==> src/rtl/fetch_stage_if.sv <==
// -----------------------------------------------------------------------------
// fetch_stage_if
// Bundles the fetch stage's control, instruction-memory and IF/ID signals.
//
//   Hazard unit -> fetch : StallF, StallD, FlushD
//   Redirects   -> fetch : BranchTakenE/ALUResultE, PCSrcW/ResultW
//   Imem        <-> fetch: PCF (address out), InstrF (read data in)
//   Fetch -> decode/debug: InstrD, PCPlus4D, PCPlus8D, ValidD, FetchFaultD,
//                          FetchCount
//
// Modports:
//   master - the fetch stage itself
//   slave  - the surrounding pipeline / instruction memory
// -----------------------------------------------------------------------------
interface fetch_stage_if #(
    parameter int CNT_W = 16
) ();
    logic             StallF;
    logic             StallD;
    logic             FlushD;
    logic             BranchTakenE;
    logic [31:0]      ALUResultE;
    logic             PCSrcW;
    logic [31:0]      ResultW;
    logic [31:0]      InstrF;
    logic [31:0]      PCF;
    logic [31:0]      InstrD;
    logic [31:0]      PCPlus4D;
    logic [31:0]      PCPlus8D;
    logic             ValidD;
    logic             FetchFaultD;
    logic [CNT_W-1:0] FetchCount;

    modport master (
        input  StallF, StallD, FlushD, BranchTakenE, ALUResultE,
               PCSrcW, ResultW, InstrF,
        output PCF, InstrD, PCPlus4D, PCPlus8D, ValidD, FetchFaultD, FetchCount
    );

    modport slave (
        output StallF, StallD, FlushD, BranchTakenE, ALUResultE,
               PCSrcW, ResultW, InstrF,
        input  PCF, InstrD, PCPlus4D, PCPlus8D, ValidD, FetchFaultD, FetchCount
    );
endinterface

==> src/rtl/fetch_stage.sv <==
// -----------------------------------------------------------------------------
// fetch_stage
// Fetch stage of the ARM pipelined processor. Owns the program counter,
// presents a word-aligned fetch address to the instruction memory and
// captures the returned instruction into the IF/ID pipeline register.
//
// Ports:
//   clk   - system clock, all state updates on the rising edge
//   reset - asynchronous active-low reset
//   fif   - fetch_stage_if.master (hazard controls, redirects, imem, IF/ID)
//
// Parameters:
//   RESET_PC   - PC loaded on reset
//   IMEM_WORDS - number of 32-bit imem words; fetches beyond are flagged
//   CNT_W      - width of the accepted-fetch counter (must match interface)
// -----------------------------------------------------------------------------
module fetch_stage #(
    parameter logic [31:0] RESET_PC   = 32'h0000_0000,
    parameter int          IMEM_WORDS = 64,
    parameter int          CNT_W      = 16
) (
    input  logic          clk,
    input  logic          reset,
    fetch_stage_if.master fif
);

    localparam logic [29:0]      IMEM_LIMIT = 30'(IMEM_WORDS);
    localparam logic [CNT_W-1:0] CNT_ONE    = CNT_W'(1);

    // Program counter
    logic [31:0]      pc_q;
    logic [31:0]      pc_d;
    logic [31:0]      pcf_s;
    logic [31:0]      pc_plus4_s;
    logic             fault_s;

    // IF/ID register
    logic [31:0]      instr_q;
    logic [31:0]      instr_d;
    logic [31:0]      p4_q;
    logic [31:0]      p4_d;
    logic [31:0]      p8_q;
    logic [31:0]      p8_d;
    logic             valid_q;
    logic             valid_d;
    logic             fault_q;
    logic             fault_d;
    logic [CNT_W-1:0] cnt_q;
    logic [CNT_W-1:0] cnt_d;

    // Imem indexes by address[31:2], so low bits never reach the bus.
    assign pcf_s      = {pc_q[31:2], 2'b00};
    assign pc_plus4_s = pcf_s + 32'd4;
    assign fault_s    = (pcf_s[31:2] >= IMEM_LIMIT);

    // Next-PC selection: execute branch beats writeback PC write beats PC+4.
    always_comb begin
        pc_d = pc_q;
        if (fif.StallF) begin
            pc_d = pc_q;
        end else if (fif.BranchTakenE) begin
            pc_d = fif.ALUResultE;
        end else if (fif.PCSrcW) begin
            pc_d = fif.ResultW;
        end else begin
            pc_d = pc_plus4_s;
        end
    end

    // IF/ID next state: flush overrides stall, otherwise capture the fetch.
    // PCPlus8D is kept as its own register so it reads 0 out of reset yet
    // always equals PCPlus4D+4 afterwards (hence 4 on a flushed bubble).
    always_comb begin
        instr_d = instr_q;
        p4_d    = p4_q;
        p8_d    = p8_q;
        valid_d = valid_q;
        fault_d = fault_q;
        cnt_d   = cnt_q;
        if (fif.FlushD) begin
            instr_d = 32'h0000_0000;
            p4_d    = 32'h0000_0000;
            p8_d    = 32'd4;
            valid_d = 1'b0;
            fault_d = 1'b0;
        end else if (fif.StallD) begin
            instr_d = instr_q;
            p4_d    = p4_q;
            p8_d    = p8_q;
            valid_d = valid_q;
            fault_d = fault_q;
        end else begin
            instr_d = fif.InstrF;
            p4_d    = pc_plus4_s;
            p8_d    = pc_plus4_s + 32'd4;
            valid_d = 1'b1;
            fault_d = fault_s;
            cnt_d   = cnt_q + CNT_ONE;
        end
    end

    // Program counter register.
    always_ff @(posedge clk or negedge reset) begin
        if (!reset) begin
            pc_q <= RESET_PC;
        end else begin
            pc_q <= pc_d;
        end
    end

    // IF/ID pipeline register and accepted-fetch counter.
    always_ff @(posedge clk or negedge reset) begin
        if (!reset) begin
            instr_q <= 32'h0000_0000;
            p4_q    <= 32'h0000_0000;
            p8_q    <= 32'h0000_0000;
            valid_q <= 1'b0;
            fault_q <= 1'b0;
            cnt_q   <= '0;
        end else begin
            instr_q <= instr_d;
            p4_q    <= p4_d;
            p8_q    <= p8_d;
            valid_q <= valid_d;
            fault_q <= fault_d;
            cnt_q   <= cnt_d;
        end
    end

    assign fif.PCF         = pcf_s;
    assign fif.InstrD      = instr_q;
    assign fif.PCPlus4D    = p4_q;
    assign fif.PCPlus8D    = p8_q;
    assign fif.ValidD      = valid_q;
    assign fif.FetchFaultD = fault_q;
    assign fif.FetchCount  = cnt_q;

endmodule

==> src/flat_wrapper.sv <==
// flat-port wrapper written by rule: the top's interface ports become plain ports
module fetch_stage_flat 
#(
    parameter logic [31:0] RESET_PC   = 32'h0000_0000,
    parameter int          IMEM_WORDS = 64,
    parameter int          CNT_W      = 16
)
  (clk, reset, fif_StallF, fif_StallD, fif_FlushD, fif_BranchTakenE, fif_ALUResultE, fif_PCSrcW, fif_ResultW, fif_InstrF, fif_PCF, fif_InstrD, fif_PCPlus4D, fif_PCPlus8D, fif_ValidD, fif_FetchFaultD, fif_FetchCount);
  fetch_stage_if #(.CNT_W(CNT_W)) fif_i ();
  input  logic clk;
  input  logic reset;
  input wire logic [$bits(fif_i.StallF)-1:0] fif_StallF;
  input wire logic [$bits(fif_i.StallD)-1:0] fif_StallD;
  input wire logic [$bits(fif_i.FlushD)-1:0] fif_FlushD;
  input wire logic [$bits(fif_i.BranchTakenE)-1:0] fif_BranchTakenE;
  input wire logic [$bits(fif_i.ALUResultE)-1:0] fif_ALUResultE;
  input wire logic [$bits(fif_i.PCSrcW)-1:0] fif_PCSrcW;
  input wire logic [$bits(fif_i.ResultW)-1:0] fif_ResultW;
  input wire logic [$bits(fif_i.InstrF)-1:0] fif_InstrF;
  output wire logic [$bits(fif_i.PCF)-1:0] fif_PCF;
  output wire logic [$bits(fif_i.InstrD)-1:0] fif_InstrD;
  output wire logic [$bits(fif_i.PCPlus4D)-1:0] fif_PCPlus4D;
  output wire logic [$bits(fif_i.PCPlus8D)-1:0] fif_PCPlus8D;
  output wire logic [$bits(fif_i.ValidD)-1:0] fif_ValidD;
  output wire logic [$bits(fif_i.FetchFaultD)-1:0] fif_FetchFaultD;
  output wire logic [$bits(fif_i.FetchCount)-1:0] fif_FetchCount;
  assign fif_i.StallF = fif_StallF;
  assign fif_i.StallD = fif_StallD;
  assign fif_i.FlushD = fif_FlushD;
  assign fif_i.BranchTakenE = fif_BranchTakenE;
  assign fif_i.ALUResultE = fif_ALUResultE;
  assign fif_i.PCSrcW = fif_PCSrcW;
  assign fif_i.ResultW = fif_ResultW;
  assign fif_i.InstrF = fif_InstrF;
  assign fif_PCF = fif_i.PCF;
  assign fif_InstrD = fif_i.InstrD;
  assign fif_PCPlus4D = fif_i.PCPlus4D;
  assign fif_PCPlus8D = fif_i.PCPlus8D;
  assign fif_ValidD = fif_i.ValidD;
  assign fif_FetchFaultD = fif_i.FetchFaultD;
  assign fif_FetchCount = fif_i.FetchCount;
  fetch_stage #(.RESET_PC(RESET_PC), .IMEM_WORDS(IMEM_WORDS), .CNT_W(CNT_W)) u_core (.clk(clk), .reset(reset), .fif(fif_i));
endmodule
==> config.mk <==
export PLATFORM = sky130hd
export DESIGN_NAME = fetch_stage_flat
export DESIGN_NICKNAME = d
export VERILOG_FILES = /design/src/rtl/fetch_stage_if.sv /design/src/rtl/fetch_stage.sv /design/src/flat_wrapper.sv
export SDC_FILE = /design/constraint.sdc
export NUM_CORES = 1
export LEC_CHECK = 0
export ABC_AREA = 0
export CELL_PAD_IN_SITES_DETAIL_PLACEMENT = 0
export CELL_PAD_IN_SITES_GLOBAL_PLACEMENT = 1
export CORE_MARGIN = 4
export CORE_UTILIZATION = 35
export CTS_CLUSTER_DIAMETER = 150
export DETAILED_ROUTE_END_ITERATION = 16
export PLACE_DENSITY_LB_ADDON = 0.15
export SYNTH_ARGS = -nofsm -noshare
export SYNTH_HDL_FRONTEND = slang
export SYNTH_SLANG_ARGS = --single-unit
==> constraint.sdc <==
create_clock -name clk -period 3.8 [get_ports clk]
set_clock_uncertainty 0.15 [all_clocks]
set_input_delay 0.38 -clock clk [delete_from_list [all_inputs] [get_ports clk]]
set_output_delay 0.38 -clock clk [all_outputs]
set_load 0.01 [all_outputs]
==> flow_metrics.py <==
metrics = {
    "global_route": {
        "grt_use_total_pct": 20.6,
        "first_global_vias": 6791,
        "grt_pass1_wl_mm": 39.3,
        "grt_max_degree": 90,
        "gr-total-overflow": 0,
        "antenna_found_initial": 0,
    },
    "finish": {
        "nFillCells": 2028,
        "drive_gt1_share_pct": 9.54,
        "area_growth_pct": 43.2,
        "antennaDiodeCount": 0,
        "final_util_pct": 51.4,
        "fin_nets": 1154,
    },
    "sta": {
        "whs_ns": 0.249,
        "grt_setup_unrepaired": "false",
        "max_freq_mhz": 282,
        "fin_ws_ns": 0.258,
        "finalHoldViolations": 0,
        "worst_slew_pin_slew_ns": 1.00,
        "fin_crit_ns": 3.54,
        "finalCritPeriodShare_pct": 93.2,
        "slew_viol_final": 0,
        "finalSetupTns_ns": 0,
        "finalSetupViolations": 0,
        "relSlewSlack_pct": 33.4,
    },
    "die": {
        "fp.dieW_um": 156,
        "start_util_pct": 35.9,
        "fp.dieH_um": 156,
        "num_io_pins": 249,
        "die-area_mm2": 0.0243,
        "coreArea_mm2": 0.0213,
        "rows": 53,
    },
    "clock_tree": {
        "clock_path_buffers": 2,
        "numCtsBuffers": 17,
        "h-tree-depth": 4,
        "clock-root-buffer": "clkbuf_16",
        "cts.sinks": 140,
        "postCtsSetupBuffers": 0,
        "path_clk_slew_ns": 0.06,
        "tritoncts": "yes",
        "cts_resized": 0,
        "clk_latency_ns": 0.43,
    },
    "synth": {
        "synth_edf_count": 0,
        "synth.avg_cell_area_um2": 9.28,
        "yosys_warnings": 0,
        "synthCells": 824,
        "ys_seq_area_share_pct": 45.8,
        "synthTopCellsByArea": "dfrtp_1, mux2i_1, nand2_1",
        "syn_area_mm2": 0.00765,
        "yosysTopAreaCell": "dfrtp_1",
        "ys_seq_elements": 140,
        "yosys_most_used_dff": "dfrtp_1",
        "synth_async_sr_flop_share_pct": 100,
        "yosysTopAreaCellShare_pct": 45.8,
        "synthDistinctLibCells": 63,
    },
    "worst_hold_path": {
        "min_path_type": "input pin to register",
        "holdPathStages": 3,
    },
    "power": {
        "leakagePower_uw": 0.00464,
        "ir_drop_mv": 0.282,
        "power.density_mw_per_mm2": 449,
    },
    "worst_setup_path": {
        "cp_max_fo": 10,
        "cp_slowest_stage_delay_ns": 0.69,
        "worstPathArrival_ns": 3.70,
        "endpoint_kind": "register",
        "cp_cell_sequence": "ha_1 -> nand2_1 -> buf_4 -> or4_2 -> a22oi_2 -> nand4_2 -> or4_1 -> o211a_1 -> a221o_1",
        "crit_cells": 9,
        "crit_required_ns": 3.96,
        "path_delay_family": "simple AND/OR/NAND/NOR gates",
        "path_class": "register to register",
        "path_buf_inv": 1,
        "worst-r2r-cell-count": 9,
        "cp-start-kind": "register",
        "worst_path_max_delay_cell": "or4_2",
    },
    "route": {
        "drtPass1Iterations": 5,
        "initialDrtViolationCount": 395,
        "antenna_left": 0,
        "wl_mm": 25.1,
        "wl_per_cell_um": 18.8,
        "drc": 0,
        "viasPerCell": 5.13,
        "vias": 6842,
    },
    "placement": {
        "routabilityCongestion": 0.892,
        "dp_hpwl_mm": 18.4,
        "portBuffers": 238,
        "place_ws_ns": 0.298,
    },
    "flow_run": {
        "cap_violations": 0,
    },
    "status": {
        "status": "finished clean",
    },
}
[Yosys cell counts (all sizes together) (3+ instances only)]
| master | number |
|---|---|
| o311a | 3 |
| buf | 28 |
| nor3b | 3 |
| xnor2 | 33 |
| a21o | 3 |
| a22o | 3 |
| o21ai | 40 |
| inv | 16 |
| nor4 | 16 |
| ha | 5 |
| nor2 | 92 |
| a22oi | 3 |
| or4 | 7 |
| nand3 | 12 |
| clkbuf | 37 |
| dfrtp | 140 |
| and3 | 7 |
| nand4 | 26 |
| nor3 | 20 |
| a21oi | 55 |
| and2 | 8 |
| nand2 | 107 |
| o31ai | 3 |
| a221o | 5 |
| o211ai | 3 |
| mux2i | 50 |
| xor2 | 20 |
| or3 | 6 |
| mux2 | 22 |
| and4 | 5 |
| a211oi | 17 |
| or2 | 5 |
[metrics by stage]
step / cells / cell area (µm²) / total power (µW)
4_1_cts: 1334 / 11000 / 4980
3_3_place_gp: 1301 / 10300 / 3060
6_report: 1334 / 11000 / 4920
5_1_grt: 1334 / 11000 / 5150
3_5_place_dp: 1301 / 10300 / 3060
2_1_floorplan: 829 / 7670 / 2390
[state kept, by name, indices dropped and copies added, names as in the netlist]
signal                  cells
u_core.fif.FetchCount      16
u_core.fif.FetchFaultD      1
u_core.fif.ValidD           1
u_core.fif.PCPlus4D        30
u_core.fif.PCPlus8D        30
u_core.fif.InstrD          32
u_core.pc_q                30
[cell usage in the layout, fill, tap and decap left out, drive strengths merged, types with 3 or more instances in the layout]
cell           instances
inv                   21
a21o                   3
a211oi                17
xor2                  20
clkdlybuf4s50        234
o211ai                 3
conb                   6
o31ai                  3
o21ai                 40
nand4                 26
nand3                 12
nor2                  92
or3                    6
ha                     5
xnor2                 33
a22o                   3
or2                    5
o311a                  3
buf                   28
a221o                  5
nor3                  20
and4                   5
nor3b                  3
a22oi                  3
dfrtp                140
nor4                  16
bufinv                 5
and2                   8
and3                   7
clkbuf                18
a21oi                 55
nand2                107
or4                    7
mux2i                 50
mux2                  22
clkinv                 3
[power breakdown]
| part | internal [µW] | leakage (µW) | switching [µW] |
|---|---|---|---|
| clock network | 1180 | 0.000320 | 715 |
| logic | 614 | 0.00251 | 586 |
| registers | 1640 | 0.00181 | 182 |
| total | 3440 | 0.00464 | 1480 |
[metal layers]
layer / global-route usage, % / share of wire, % / vias to the layer above
met1: 25.8 / 42 / 3288
met5: 0 / 0 / -
met2: 35.2 / 50 / 186
li1: - / - / 3341
met3: 5.27 / 6.2 / 27
met4: 5.96 / 1.9 / 0
[worst paths after layout]
kind	startpoint	slack, ns	endpoint
min in group asynchronous	reset	0.36	u_core.pc_q[22]$_DFFE_PN0N_
max reg2reg	u_core.pc_q[4]$_DFFE_PN0N_	0.26	u_core.fif.PCPlus8D[25]$_DFFE_PN0P_
max in group asynchronous	reset	2.27	u_core.fif.PCPlus4D[5]$_DFFE_PN0P_
min reg2reg	u_core.fif.FetchCount[15]$_DFFE_PN0P_	0.32	u_core.fif.FetchCount[15]$_DFFE_PN0P_
max	u_core.pc_q[4]$_DFFE_PN0N_	0.26	u_core.fif.PCPlus8D[25]$_DFFE_PN0P_
min	fif_StallD	0.25	u_core.fif.PCPlus4D[31]$_DFFE_PN0P_
[tightest hold or removal path: stages]
cell and delay (ns):
buf_4 0.24, nand2_1 0.10, a21oi_1 0.05
[final cells by class]
| class | count | area [µm²] | share of cell area (%) |
|---|---|---|---|
| Clock buffer | 18 | 429 | 3.92 |
| Clock inverter | 14 | 233 | 2.12 |
| Inverter | 16 | 60.1 | 0.548 |
| Tap cell | 275 | 344 | 3.14 |
| Multi-Input combinational cell | 608 | 3810 | 34.8 |
| Sequential cell | 140 | 3500 | 32.0 |
| Timing Repair Buffer | 263 | 2570 | 23.5 |
[cell families after synthesis]
kind of cell | synth area share (%)
simple gates | 20.2
compound gates | 12.6
flops | 45.8
buf+inv | 4.65
mux | 9.78
xor+xnor | 6.17
fa+ha+maj | 0.818
other cells | 0.0490
[timing repair]
item,4_1_cts,5_1_grt
endpoints found under the setup margin,0,0
hold buffers,1,0
hold endpoints to repair,66,0
(Power assumes the default switching activity.)
